--- src/rtl/frame_buffer_writer_pkg.sv ---
// Shared types and helpers for the frame-buffer writer.
package frame_buffer_writer_pkg;

  typedef enum logic [1:0] {
    IDLE,
    WAIT_SOF,
    WRITE
  } state_e;

  function automatic int unsigned num_pixels(input int unsigned w, input int unsigned h);
    return w * h;
  endfunction

  function automatic int unsigned count_width(input int unsigned n);
    return (n > 1) ? $clog2(n) : 1;
  endfunction

endpackage

--- src/rtl/frame_pixel_counter.sv ---
// Pixel index within the current frame; clear and increment may combine to load 1.
module frame_pixel_counter #(
  parameter int unsigned NUM_PIXELS = 8,
  parameter int unsigned CW         = 3
) (
  input  logic i_clk,
  input  logic i_reset_n,
  input  logic i_clear,
  input  logic i_inc,
  output logic o_is_last
);

  logic [CW-1:0] count_q, count_d;

  always_comb begin
    count_d = i_clear ? '0 : count_q;
    if (i_inc) count_d = count_d + CW'(1);
  end

  always_ff @(posedge i_clk) begin
    if (!i_reset_n) count_q <= '0;
    else            count_q <= count_d;
  end

  assign o_is_last = (count_q == CW'(NUM_PIXELS - 1));

endmodule

--- src/rtl/frame_buffer_writer.sv ---
// Writes a valid-qualified pixel stream with SOF into single or ping-pong frame buffers.
module frame_buffer_writer
  import frame_buffer_writer_pkg::*;
#(
  parameter int unsigned WIDTH_IMAGE   = 640,
  parameter int unsigned HEIGHT_IMAGE  = 480,
  parameter int unsigned NUM_CHANNELS  = 3,
  parameter int unsigned COLOR_CHANNEL = 8,
  parameter int unsigned NUM_BUFFERS   = 2,
  parameter int unsigned ADDR_WIDTH    = 20,
  parameter int unsigned MAX_ADDRESS   = NUM_BUFFERS * WIDTH_IMAGE * HEIGHT_IMAGE - 1
) (
  input  logic                                         i_clk,
  input  logic                                         i_reset_n,
  input  logic                                         i_enable,
  input  logic                                         i_sof,
  input  logic                                         i_data_valid,
  input  logic [NUM_CHANNELS-1:0][COLOR_CHANNEL-1:0]   i_data,
  output logic                                         o_wr_enable,
  output logic [ADDR_WIDTH-1:0]                        o_wr_address,
  output logic [NUM_CHANNELS-1:0][COLOR_CHANNEL-1:0]   o_data,
  output logic                                         o_active_buffer,
  output logic                                         o_frame_done,
  output logic                                         o_err_short,
  output logic                                         o_err_long,
  output logic                                         o_busy
);

  localparam int unsigned NP = num_pixels(WIDTH_IMAGE, HEIGHT_IMAGE);
  localparam int unsigned CW = count_width(NP);
  localparam logic [ADDR_WIDTH-1:0] BASE1 = ADDR_WIDTH'(NP);
  localparam logic [ADDR_WIDTH-1:0] MAX_A = ADDR_WIDTH'(MAX_ADDRESS);
  localparam logic ONE_PIXEL = (NP == 1);
  localparam logic PING_PONG = (NUM_BUFFERS == 2);

  typedef logic [NUM_CHANNELS-1:0][COLOR_CHANNEL-1:0] pixel_t;

  if (NUM_BUFFERS != 1 && NUM_BUFFERS != 2) begin : g_bad_buffers
    $error("NUM_BUFFERS must be 1 or 2");
  end
  if (ADDR_WIDTH < $clog2(NUM_BUFFERS * NP)) begin : g_bad_addr
    $error("ADDR_WIDTH too small for the frame buffers");
  end

  state_e                state_q, state_d;
  logic                  valid_q, valid_d;
  logic [ADDR_WIDTH-1:0] addr_q, addr_d;
  pixel_t                data_q, data_d;
  logic                  done_q, done_d;
  logic                  es_q, es_d;
  logic                  el_q, el_d;
  logic                  buf_q, buf_d;
  logic                  write, last, cnt_last, cnt_clear, cnt_inc;
  logic [ADDR_WIDTH-1:0] base;

  frame_pixel_counter #(
    .NUM_PIXELS(NP),
    .CW        (CW)
  ) u_counter (
    .i_clk    (i_clk),
    .i_reset_n(i_reset_n),
    .i_clear  (cnt_clear),
    .i_inc    (cnt_inc),
    .o_is_last(cnt_last)
  );

  assign base = buf_q ? BASE1 : '0;

  always_comb begin
    state_d   = state_q;
    valid_d   = 1'b0;
    addr_d    = addr_q;
    data_d    = data_q;
    done_d    = 1'b0;
    es_d      = 1'b0;
    el_d      = 1'b0;
    buf_d     = buf_q;
    cnt_clear = 1'b0;
    cnt_inc   = 1'b0;
    write     = 1'b0;
    last      = 1'b0;

    case (state_q)
      IDLE: if (i_enable) state_d = WAIT_SOF;
      WAIT_SOF: begin
        if (!i_enable) state_d = IDLE;
        else if (i_data_valid) begin
          if (i_sof) begin
            write   = 1'b1;
            state_d = WRITE;
          end else begin
            el_d = 1'b1;
          end
        end
      end
      WRITE: begin
        if (i_data_valid) begin
          write = 1'b1;
          es_d  = i_sof;
        end
      end
      default: state_d = IDLE;
    endcase

    // An SOF always restarts at pixel 0 of the current buffer, even mid-frame.
    if (write) begin
      last      = i_sof ? ONE_PIXEL : cnt_last;
      valid_d   = 1'b1;
      data_d    = i_data;
      addr_d    = i_sof ? base : addr_q + ADDR_WIDTH'(1);
      cnt_clear = i_sof | last;
      cnt_inc   = !last;
      if (last) begin
        done_d  = !es_d;
        buf_d   = PING_PONG ? ~buf_q : 1'b0;
        state_d = i_enable ? WAIT_SOF : IDLE;
      end
    end
  end

  always_ff @(posedge i_clk) begin
    if (!i_reset_n) begin
      state_q <= IDLE;
      valid_q <= 1'b0;
      addr_q  <= '0;
      data_q  <= '0;
      done_q  <= 1'b0;
      es_q    <= 1'b0;
      el_q    <= 1'b0;
      buf_q   <= 1'b0;
    end else begin
      state_q <= state_d;
      valid_q <= valid_d;
      addr_q  <= addr_d;
      data_q  <= data_d;
      done_q  <= done_d;
      es_q    <= es_d;
      el_q    <= el_d;
      buf_q   <= buf_d;
    end
  end

  assign o_wr_enable     = valid_q & (addr_q <= MAX_A);
  assign o_wr_address    = addr_q;
  assign o_data          = data_q;
  assign o_active_buffer = buf_q;
  assign o_frame_done    = done_q;
  assign o_err_short     = es_q;
  assign o_err_long      = el_q;
  assign o_busy          = (state_q != IDLE);

endmodule

--- config.mk ---
export PLATFORM = sky130hd
export DESIGN_NAME = frame_buffer_writer
export DESIGN_NICKNAME = d
export VERILOG_FILES = /design/src/rtl/frame_buffer_writer_pkg.sv /design/src/rtl/frame_pixel_counter.sv /design/src/rtl/frame_buffer_writer.sv
export SDC_FILE = /design/constraint.sdc
export NUM_CORES = 1
export LEC_CHECK = 0
export ABC_AREA = 0
export CORE_ASPECT_RATIO = 0.6
export CORE_MARGIN = 2
export CORE_UTILIZATION = 30
export DETAILED_ROUTE_END_ITERATION = 8
export DONT_BUFFER_PORTS = 1
export HOLD_SLACK_MARGIN = 0.02
export PLACE_DENSITY_LB_ADDON = 0.08
export SLEW_MARGIN = 20
export SYNTH_ARGS = -nofsm -noshare
export SYNTH_HDL_FRONTEND = slang
export SYNTH_SLANG_ARGS = --single-unit
--- constraint.sdc ---
create_clock -name i_clk -period 3.7 [get_ports i_clk]
set_input_delay 0.74 -clock i_clk [delete_from_list [all_inputs] [get_ports i_clk]]
set_output_delay 0.74 -clock i_clk [all_outputs]
set_load 0.005 [all_outputs]
# Yosys cells after proc, flatten, opt, wreduce, memory -nomap -nowiden
# Index checks and enable logic that the tools add are counted.
totals:
  regBits: 70
  latch_bits: 0
  mem_bits_rw: 0
  romBits: 0
  wordCells: 51
  memories: 0
classes:
  add_sub_neg: 2
  multipliers: 0
  div: 0
  n_lt_le_gt_ge: 1
  n_eq_ne: 3
  shifts: 0
  mux: 24
  bitwise: 3
  reduce_logical: 7
ops:
  columns: ["operator", "n"]
  rows:
  - ["$mux 19", 3]
  - ["$add 20x1->20 const B", 1]
  - ["$le 20x20->1 const B", 1]
  - ["$mux 20", 1]
  - ["$add 19x1->19 const B", 1]
  - ["$eq 19x19->1 const B", 1]
  - ["$mux 1", 12]
  - ["$mux 2", 6]
  - ["$pmux 2 s3", 1]
  - ["$reduce_and 4->1", 1]
  - ["$reduce_and 3->1", 1]
  - ["$eq 2x1->1 const B", 1]
  - ["$eq 2x2->1 const B", 1]
  - ["$logic_not 1->1", 2]
  - ["$logic_not 2->1", 1]
  - ["$pmux 1 s2", 1]
  - ["$reduce_and 2->1", 1]
  - ["$reduce_bool 2->1", 1]
  - ["$and 1x1->1", 1]
  - ["$not 1->1", 1]
  - ["$or 1x1->1", 1]

# Logic depth before layout (Yosys ltp)
# Gate-level depths: netlist (run 1).
depth:
  depth_word: 8
  ltp_mapped: 12

# Cells and area by module
# A second synthesis (run 1) with hierarchy kept.
unflattened:
  hier_cells: 378
  hier_area_um2: 3238.1
modules_own_cells:
  columns: ["mod", "instances", "cells_each", "area_each_um2"]
  rows:
  - ["frame_buffer_writer", 1, 259, 2238.4]
  - ["frame_pixel_counter", 1, 119, 999.7]

# Least setup slack after synthesis (run 1)
# OpenSTA, ideal clock, no wires.
synth_timing:
  path_type: "input to register"
  from: "input port i_sof"
  to: "register u_counter.count_q[14]"
  setup_time_ns: 0.070
  t_arrival_ns: 2.533
  required_time_ns: 3.630
  path_slack_ns: 1.097
  cell_stages: 10
  n_path_buf: 1
  cell_sequence: "buf_2 -> a41oi_1 -> nor3_1 -> nor2b_1 -> ha_1 -> nand3_1 -> nor2_4 -> nand2_1 -> or4_1 -> a21oi_1"
synth_via:
  elab_chain_cells: 8
  word_cells_on_any_way: 12
  classes_between: "1 x add/sub; 9 x mux; 1 x bitwise; 1 x reduce/logical"
synth_lines:
  columns: ["element", "line", "text"]
  rows:
  - ["start: declaration", "frame_buffer_writer.sv:16", "input logic i_sof,"]
  - ["$mux 1", "frame_buffer_writer.sv:88", "if (i_sof) begin"]
  - ["$mux 1", "frame_buffer_writer.sv:87", "else if (i_data_valid) begin"]
  - ["$mux 1", "frame_buffer_writer.sv:86", "if (!i_enable) state_d = IDLE;"]
  - ["$pmux 1 s2", "frame_buffer_writer.sv:83", "case (state_q)"]
  - ["$mux 1", "frame_buffer_writer.sv:106", "if (write) begin"]
  - ["$mux 19", "frame_pixel_counter.sv:16", "count_d = i_clear ? '0 : count_q;"]
  - ["$add 19x1->19", "frame_pixel_counter.sv:17", "if (i_inc) count_d = count_d + CW'(1);"]
  - ["$mux 19 *", "frame_pixel_counter.sv:17", null]
  - ["end signal: assignment", "frame_pixel_counter.sv:22", "else count_q <= count_d;"]
  - ["end: declaration", "frame_pixel_counter.sv:13", "logic [CW-1:0] count_q, count_d;"]
# Every way passes the cells marked *; elsewhere a longest branch is shown, timed or not.
# A chain may end at the register's enable or synchronous reset.

# Final worst setup path (run 1)
layout_timing:
  from: "register state_q[0]"
  to: "register u_counter.count_q[14]"
layout_via:
  elab_chain_cells: 6
  word_cells_on_any_way: 8
  classes_between: "1 x add/sub; 2 x eq/ne; 5 x mux"
layout_lines:
  columns: ["element", "line", "text"]
  rows:
  - ["start: declaration", "frame_buffer_writer.sv:45", "state_e state_q, state_d;"]
  - ["start signal: assignment", "frame_buffer_writer.sv:132", "state_q <= state_d;"]
  - ["$eq 2x2->1 / $eq 2x1->1 (equally long branches)", "frame_buffer_writer.sv:83", null]
  - ["$pmux 1 s2 *", "frame_buffer_writer.sv:83", null]
  - ["$mux 1", "frame_buffer_writer.sv:106", null]
  - ["$mux 19", "frame_pixel_counter.sv:16", null]
  - ["$add 19x1->19", "frame_pixel_counter.sv:17", null]
  - ["$mux 19 *", "frame_pixel_counter.sv:17", null]
# Marks and branches as above.

==> flow_metrics.tcl, run 1 <==
set metrics [dict create \
    status "finished, final reports clean" \
    ys_types 57 \
    grt_start_max_net_pins 40 \
    syn_area_um2 3210 \
    max-vdd-ir-drop_v 0.000204 \
    nets 412 \
    leakage_nw 1.30 \
    drc 0 \
    grt_pass1_wl_um 12700 \
    drive_gt1_frac 0.0892 \
    worst_slack_ps 844 \
    tightest_slew_ps 637 \
    place_ws_ps 871 \
    rows 29 \
    final_core_util 0.344 \
    cts.clk_slew.worst_paths_ps 50 \
    dieHeight_um 84.1 \
    final_common_cell "dfxtp_1" \
    powerDensity_nw_per_um2 461 \
    yosys_most_used_dff "dfxtp_1" \
    insertedDiodeCount 0 \
    gr-total-overflow 0 \
    end_kind "register" \
    fmax_ghz 0.350 \
    max-slew-margin-rel 0.571 \
    critPathKind "reg -> reg" \
    hold_class "reg -> reg" \
    tns_ps 0 \
    gp_congestion 0.745 \
    clock_sinks 70 \
    finalClockSkew_ps 3.62 \
    cp_max_fo 7 \
    start_util 0.306 \
    io_pins 79 \
    numCtsBuffers 9 \
    cp_common_cell "ha_1" \
    max_stage_delay_ps 410 \
    io_buffers 0 \
    hpwl_um 5640 \
    vias 2663 \
    die_area_um2 11600 \
    synth_enable_flop_cells 0 \
    clock_latency_ps 330 \
    synthCells 383 \
    cts_root_buffer "clkbuf_16" \
    drv_cap 0 \
    async_flop_share 0 \
    yosysSeqAreaShare 0.436 \
    antenna_found_initial 0 \
    startpoint_type "register" \
    first_iter_violations 127 \
    cp_cell_sequence "inv_1 > ha_1 > a31oi_2 > or2_4 > nor3_1 > nor2b_1 > ha_1 > nand3_1 > nor2_4 > nand2_1 > or4_1 > a21oi_1" \
    post-route-min-period_ps 2860 \
    arrival_ps 3110 \
    core_area_um2 10500 \
    routed_wirelength_um 7950 \
    rsz0062_at_grt "no" \
    synth_fp_nets 418 \
    ys_ff_latch 70 \
    htree_levels 3 \
    setup_viol 0 \
    cts_tree "yes" \
    hold_violations 0 \
    clockBufferDepth 2 \
    postCtsHoldBufs 0 \
    avgSynthCellArea_um2 8.38 \
    drt_first_pass_iters 4 \
    maxSlewViolCount 0 \
    final_cell_mix "70 x dfxtp_1, 67 x nand2_1, 41 x nor2_1" \
    cts_setup_buffers 0 \
    drt-vias-per-instance 5.12 \
    die_w_um 138 \
    area_growth_pct 12.4 \
    grt_usage 0.142 \
    ff2ff_setup_slack_ps 840 \
    ant_nets 0 \
    grt_pass1_vias 2443 \
    cts_resized 0 \
    cp_num_buf_inv 1 \
    ys.warnings.count 0 \
    wl_per_cell_um 15.3 \
    worstPathRequired_ps 3950 \
    timing.final.crit_share 0.772 \
    crit_path_top_delay_cell "or4_1" \
    cp_top_family "simple AND/OR/NAND/NOR gates" \
    nFillCells 1110 \
]
registers in the layout, indices dropped and copies added, names as in the netlist:
name and count:
u_counter.count_q 19, o_frame_done 1, o_err_short 1, o_active_buffer 1
o_data 24, o_err_long 1, o_wr_address 20, state_q 2
valid_q 1
cells by family after synthesis:
group                      after synthesis  synth area share
adders and majority gates                6            0.0234
AOI/OAI and AO/OA                       71             0.141
muxes                                    1           0.00312
xor gates and xnor gates                26            0.0709
buffers and inverters                   28            0.0382
and+or+nand+nor                        181             0.287
DFF                                     70             0.436
metrics by stage:
| stage | cell area (um^2) | total power (W) | std cells | hold slack, ps |
|---|---|---|---|---|
| finish | 3610 | 0.00166 | 520 | 475 |
| detailed placement | 3320 | 0.000831 | 505 | 467 |
| CTS | 3610 | 0.00169 | 520 | 475 |
| floorplan | 3210 | 0.000823 | 383 | 453 |
| global placement | 3320 | 0.000831 | 505 | 462 |
| global route | 3610 | 0.00173 | 520 | 480 |
worst paths after layout:
| kind | cells after the start | startpoint | endpoint |
|---|---|---|---|
| hold / removal | 2 | o_data[16] | o_data[16] |
| setup reg to reg | 12 | state_q[0] | u_counter.count_q[14] |
| setup / recovery | 12 | state_q[0] | u_counter.count_q[14] |
| hold reg to reg | 2 | o_data[16] | o_data[16] |
worst reg2reg max path, stage by stage (launching register included):
cell and delay (ps):
dfxtp_1 380, inv_1 100, ha_1 300, a31oi_2 340
or2_4 200, nor3_1 80, nor2b_1 140, ha_1 210
nand3_1 130, nor2_4 200, nand2_1 140, or4_1 410
a21oi_1 140
layout make-up:
type                            instances  area [um^2]  area share
Sequential cell                        70         1400       0.388
Timing Repair Buffer                    3         22.5     0.00624
Inverter                                8         30.0     0.00832
Tap cell                              139          174      0.0482
Clock inverter                          4         47.5      0.0132
Multi-Input combinational cell        285         1690       0.468
Clock buffer                           11          243      0.0673
metal layers:
metal,track usage,share of wire
met1,0.203,0.50
met2,0.187,0.38
met3,0.0616,0.11
met4,0.0487,0.010
met5,0,0
Yosys cell counts (7+ instances only):
| cell type | instances | area [um^2] |
|---|---|---|
| a21oi_1 | 36 | 180 |
| and3_1 | 9 | 56.3 |
| clkbuf_1 | 13 | 48.8 |
| dfxtp_1 | 70 | 1400 |
| inv_1 | 8 | 30.0 |
| nand2_1 | 67 | 251 |
| nand3_1 | 11 | 55.1 |
| nand4_1 | 14 | 87.6 |
| nor2_1 | 42 | 158 |
| o21ai_0 | 7 | 35.0 |
| o31ai_1 | 7 | 52.6 |
| xnor2_1 | 9 | 78.8 |
| xor2_1 | 17 | 149 |
report_power, final:
part | switching (W) | leakage [nW] | internal [W] | total [W]
registers | 0.00000426 | 0.564 | 0.000759 | 0.000763
clock network | 0.000314 | 0.141 | 0.000534 | 0.000848
logic | 0.0000349 | 0.590 | 0.0000153 | 0.0000502
total | 0.000353 | 1.30 | 0.00131 | 0.00166
(Power assumes the default switching activity.)
==> run 2, diff against run 1 <==
==> constraint.sdc (replaced) <==
create_clock -name i_clk -period 2.9 [get_ports i_clk]
set_input_delay 0.58 -clock i_clk [delete_from_list [all_inputs] [get_ports i_clk]]
set_output_delay 0.58 -clock i_clk [all_outputs]
set_load 0.005 [all_outputs]
==> run 2 against run 1 <==
- sequential cell count stayed put
- setup slack got worse by 680 ps
- routed wire length rose by 3.7%
- non-clock buffer count increased by 7
- worst hold slack worse by 150 ps
- count of clock-buffer cells in the layout is the same
- fmax increased by 4.2%
- sequential share of layout area down 0.52 points
- highest routed layer unchanged
- clock power increased by 21%
- design area increased by 1.4%
- critical path depth increased by 1
- register-to-register slack got worse by 680 ps
==> flow_metrics.tcl, run 2 (synthesis gave the netlist of run 1 again) <==
set metrics [dict create \
    status "finished, final reports clean" \
    io_buffers 0 \
    drt-met1-wl_um 4300 \
    nets 419 \
    powerDensity_nw_per_um2 567 \
    grt_start_max_net_pins 40 \
    cts_setup_buffers 0 \
    io_pins 79 \
    die_area_um2 11600 \
    rsz0062_at_grt "no" \
    largest_reg_flops 24 \
    grt_pass1_vias 2485 \
    tightest_slew_ps 650 \
    wl_met3_um 848 \
    wl_per_cell_um 15.6 \
    critPathKind "reg -> reg" \
    cts_resized 0 \
    dieHeight_um 84.1 \
    ff2ff_setup_slack_ps 160 \
    rows 29 \
    max-vdd-ir-drop_v 0.000257 \
    core_area_um2 10500 \
    cts_root_buffer "clkbuf_16" \
    max_stage_delay_ps 380 \
    area_growth_pct 13.9 \
    clock_latency_ps 330 \
    drc 0 \
    cts.clk_slew.worst_paths_ps 60 \
    startpoint_type "register" \
    htree_levels 3 \
    tns_ps 0 \
    drv_cap 0 \
    gp_congestion 0.744 \
    multi_input_area_um2 1690 \
    drt_first_pass_iters 4 \
    min_from "i_sof" \
    postCtsHoldBufs 0 \
    fin_cells 528 \
    timing.final.crit_share 0.945 \
    highest_layer "met4" \
    nFillCells 1110 \
    hold_class "in -> reg" \
    grt_pass1_wl_um 13200 \
    clockBufferDepth 2 \
    setup_viol 0 \
    cp_cell_sequence "inv_1 > ha_1 > nand2_2 > or2_4 > nor3_1 > nor2b_1 > ha_1 > nand3_1 > nor2_4 > buf_4 > o2111ai_1 > xor2_1 > nor2_1" \
    numCtsBuffers 9 \
    drt-vias-per-instance 4.97 \
    r2r_end "u_counter.count_q[10]" \
    gr-total-overflow 0 \
    hold_violations 0 \
    hold_end "o_err_long" \
    crit_path_top_delay_cell "dfxtp_1" \
    post-route-min-period_ps 2740 \
    final_common_cell "dfxtp_1" \
    hold_depth 1 \
    end_kind "register" \
    cp_common_cell "ha_1" \
    max-slew-margin-rel 0.563 \
    totalPowerFinal_w 0.00207 \
    first_iter_violations 167 \
    finalClockSkew_ps 7.83 \
    cp_max_fo 6 \
    leakage_nw 1.33 \
    insertedDiodeCount 0 \
    cts_tree "yes" \
    antenna_found_initial 0 \
    cp_num_buf_inv 2 \
    clock_sinks 70 \
    routed_wirelength_um 8250 \
    wl_met2_um 3050 \
    final-seq-area_um2 1400 \
    whs_ps 320 \
    grt_usage 0.148 \
    start_util 0.306 \
    dp.cells 512 \
    reg2reg_from "state_q[0]" \
    hpwl_um 5800 \
    final_cell_mix "70 x dfxtp_1, 67 x nand2_1, 41 x nor2_1" \
    arrival_ps 2950 \
    worstPathRequired_ps 3110 \
    final_core_util 0.349 \
    drive_gt1_frac 0.111 \
    reg2regPathDepth 13 \
    vias 2626 \
    ant_nets 0 \
    die_w_um 138 \
    fmax_ghz 0.365 \
    maxSlewViolCount 0 \
    cp_top_family "simple AND/OR/NAND/NOR gates" \
]
run 2: cell types whose count changed in the layout (fill, tap and decap cells not counted):
cell	change
clkinvlp_4	+1
buf_4	+7
bufinv_16	-1
clkbuf_8	+1
clkbuf_1	-1
clkinv_4	+1
run 2: how the worst max path moves through the flow:
| stage | from | end | slack (ps) | cells after the start |
|---|---|---|---|---|
| 5_1_grt | state_q[0] | u_counter.count_q[10] | 3 | 13 |
| 4_1_cts | state_q[0] | u_counter.count_q[10] | 200 | 13 |
| 3_3_place_gp | state_q[0] | u_counter.count_q[10] | 300 | 13 |
| 3_5_place_dp | state_q[0] | u_counter.count_q[10] | 220 | 13 |
| 2_1_floorplan | state_q[0] | u_counter.count_q[14] | 420 | 12 |
| 6_report | state_q[0] | u_counter.count_q[10] | 160 | 13 |
run 2: per-stage QoR:
step | worst slack [ps] | cell area, um^2
2_1_floorplan | 416 | 3210
3_3_place_gp | 297 | 3370
3_5_place_dp | 218 | 3370
4_1_cts | 203 | 3660
5_1_grt | 3.46 | 3660
6_report | 159 | 3660
run 2: cell type report:
class                           instances  share of cell area
Sequential cell                        70               0.383
Tap cell                              139              0.0476
Clock buffer                           11              0.0691
Inverter                                8             0.00821
Multi-Input combinational cell        285               0.462
Timing Repair Buffer                   10              0.0205
Clock inverter                          5             0.00924
run 2: per-layer routing:
layer	up-vias	global-route usage
met5	-	0
met4	0	0.0422
met3	7	0.0731
li1	1342	-
met1	1183	0.216
met2	94	0.189
run 2: where the power goes:
part	internal, W	switching, W
combinational	0.0000225	0.0000467
sequential	0.000968	0.00000548
clock	0.000623	0.000408
total	0.00161	0.000460
run 2: worst register-to-register path, cell delays in order (launching register included):
cell       delay [ps]
dfxtp_1           380
inv_1             100
ha_1              370
nand2_2           130
or2_4             270
nor3_1            350
nor2b_1            90
ha_1              250
nand3_1           140
nor2_4             50
buf_4             150
o2111ai_1         110
xor2_1            180
nor2_1             50
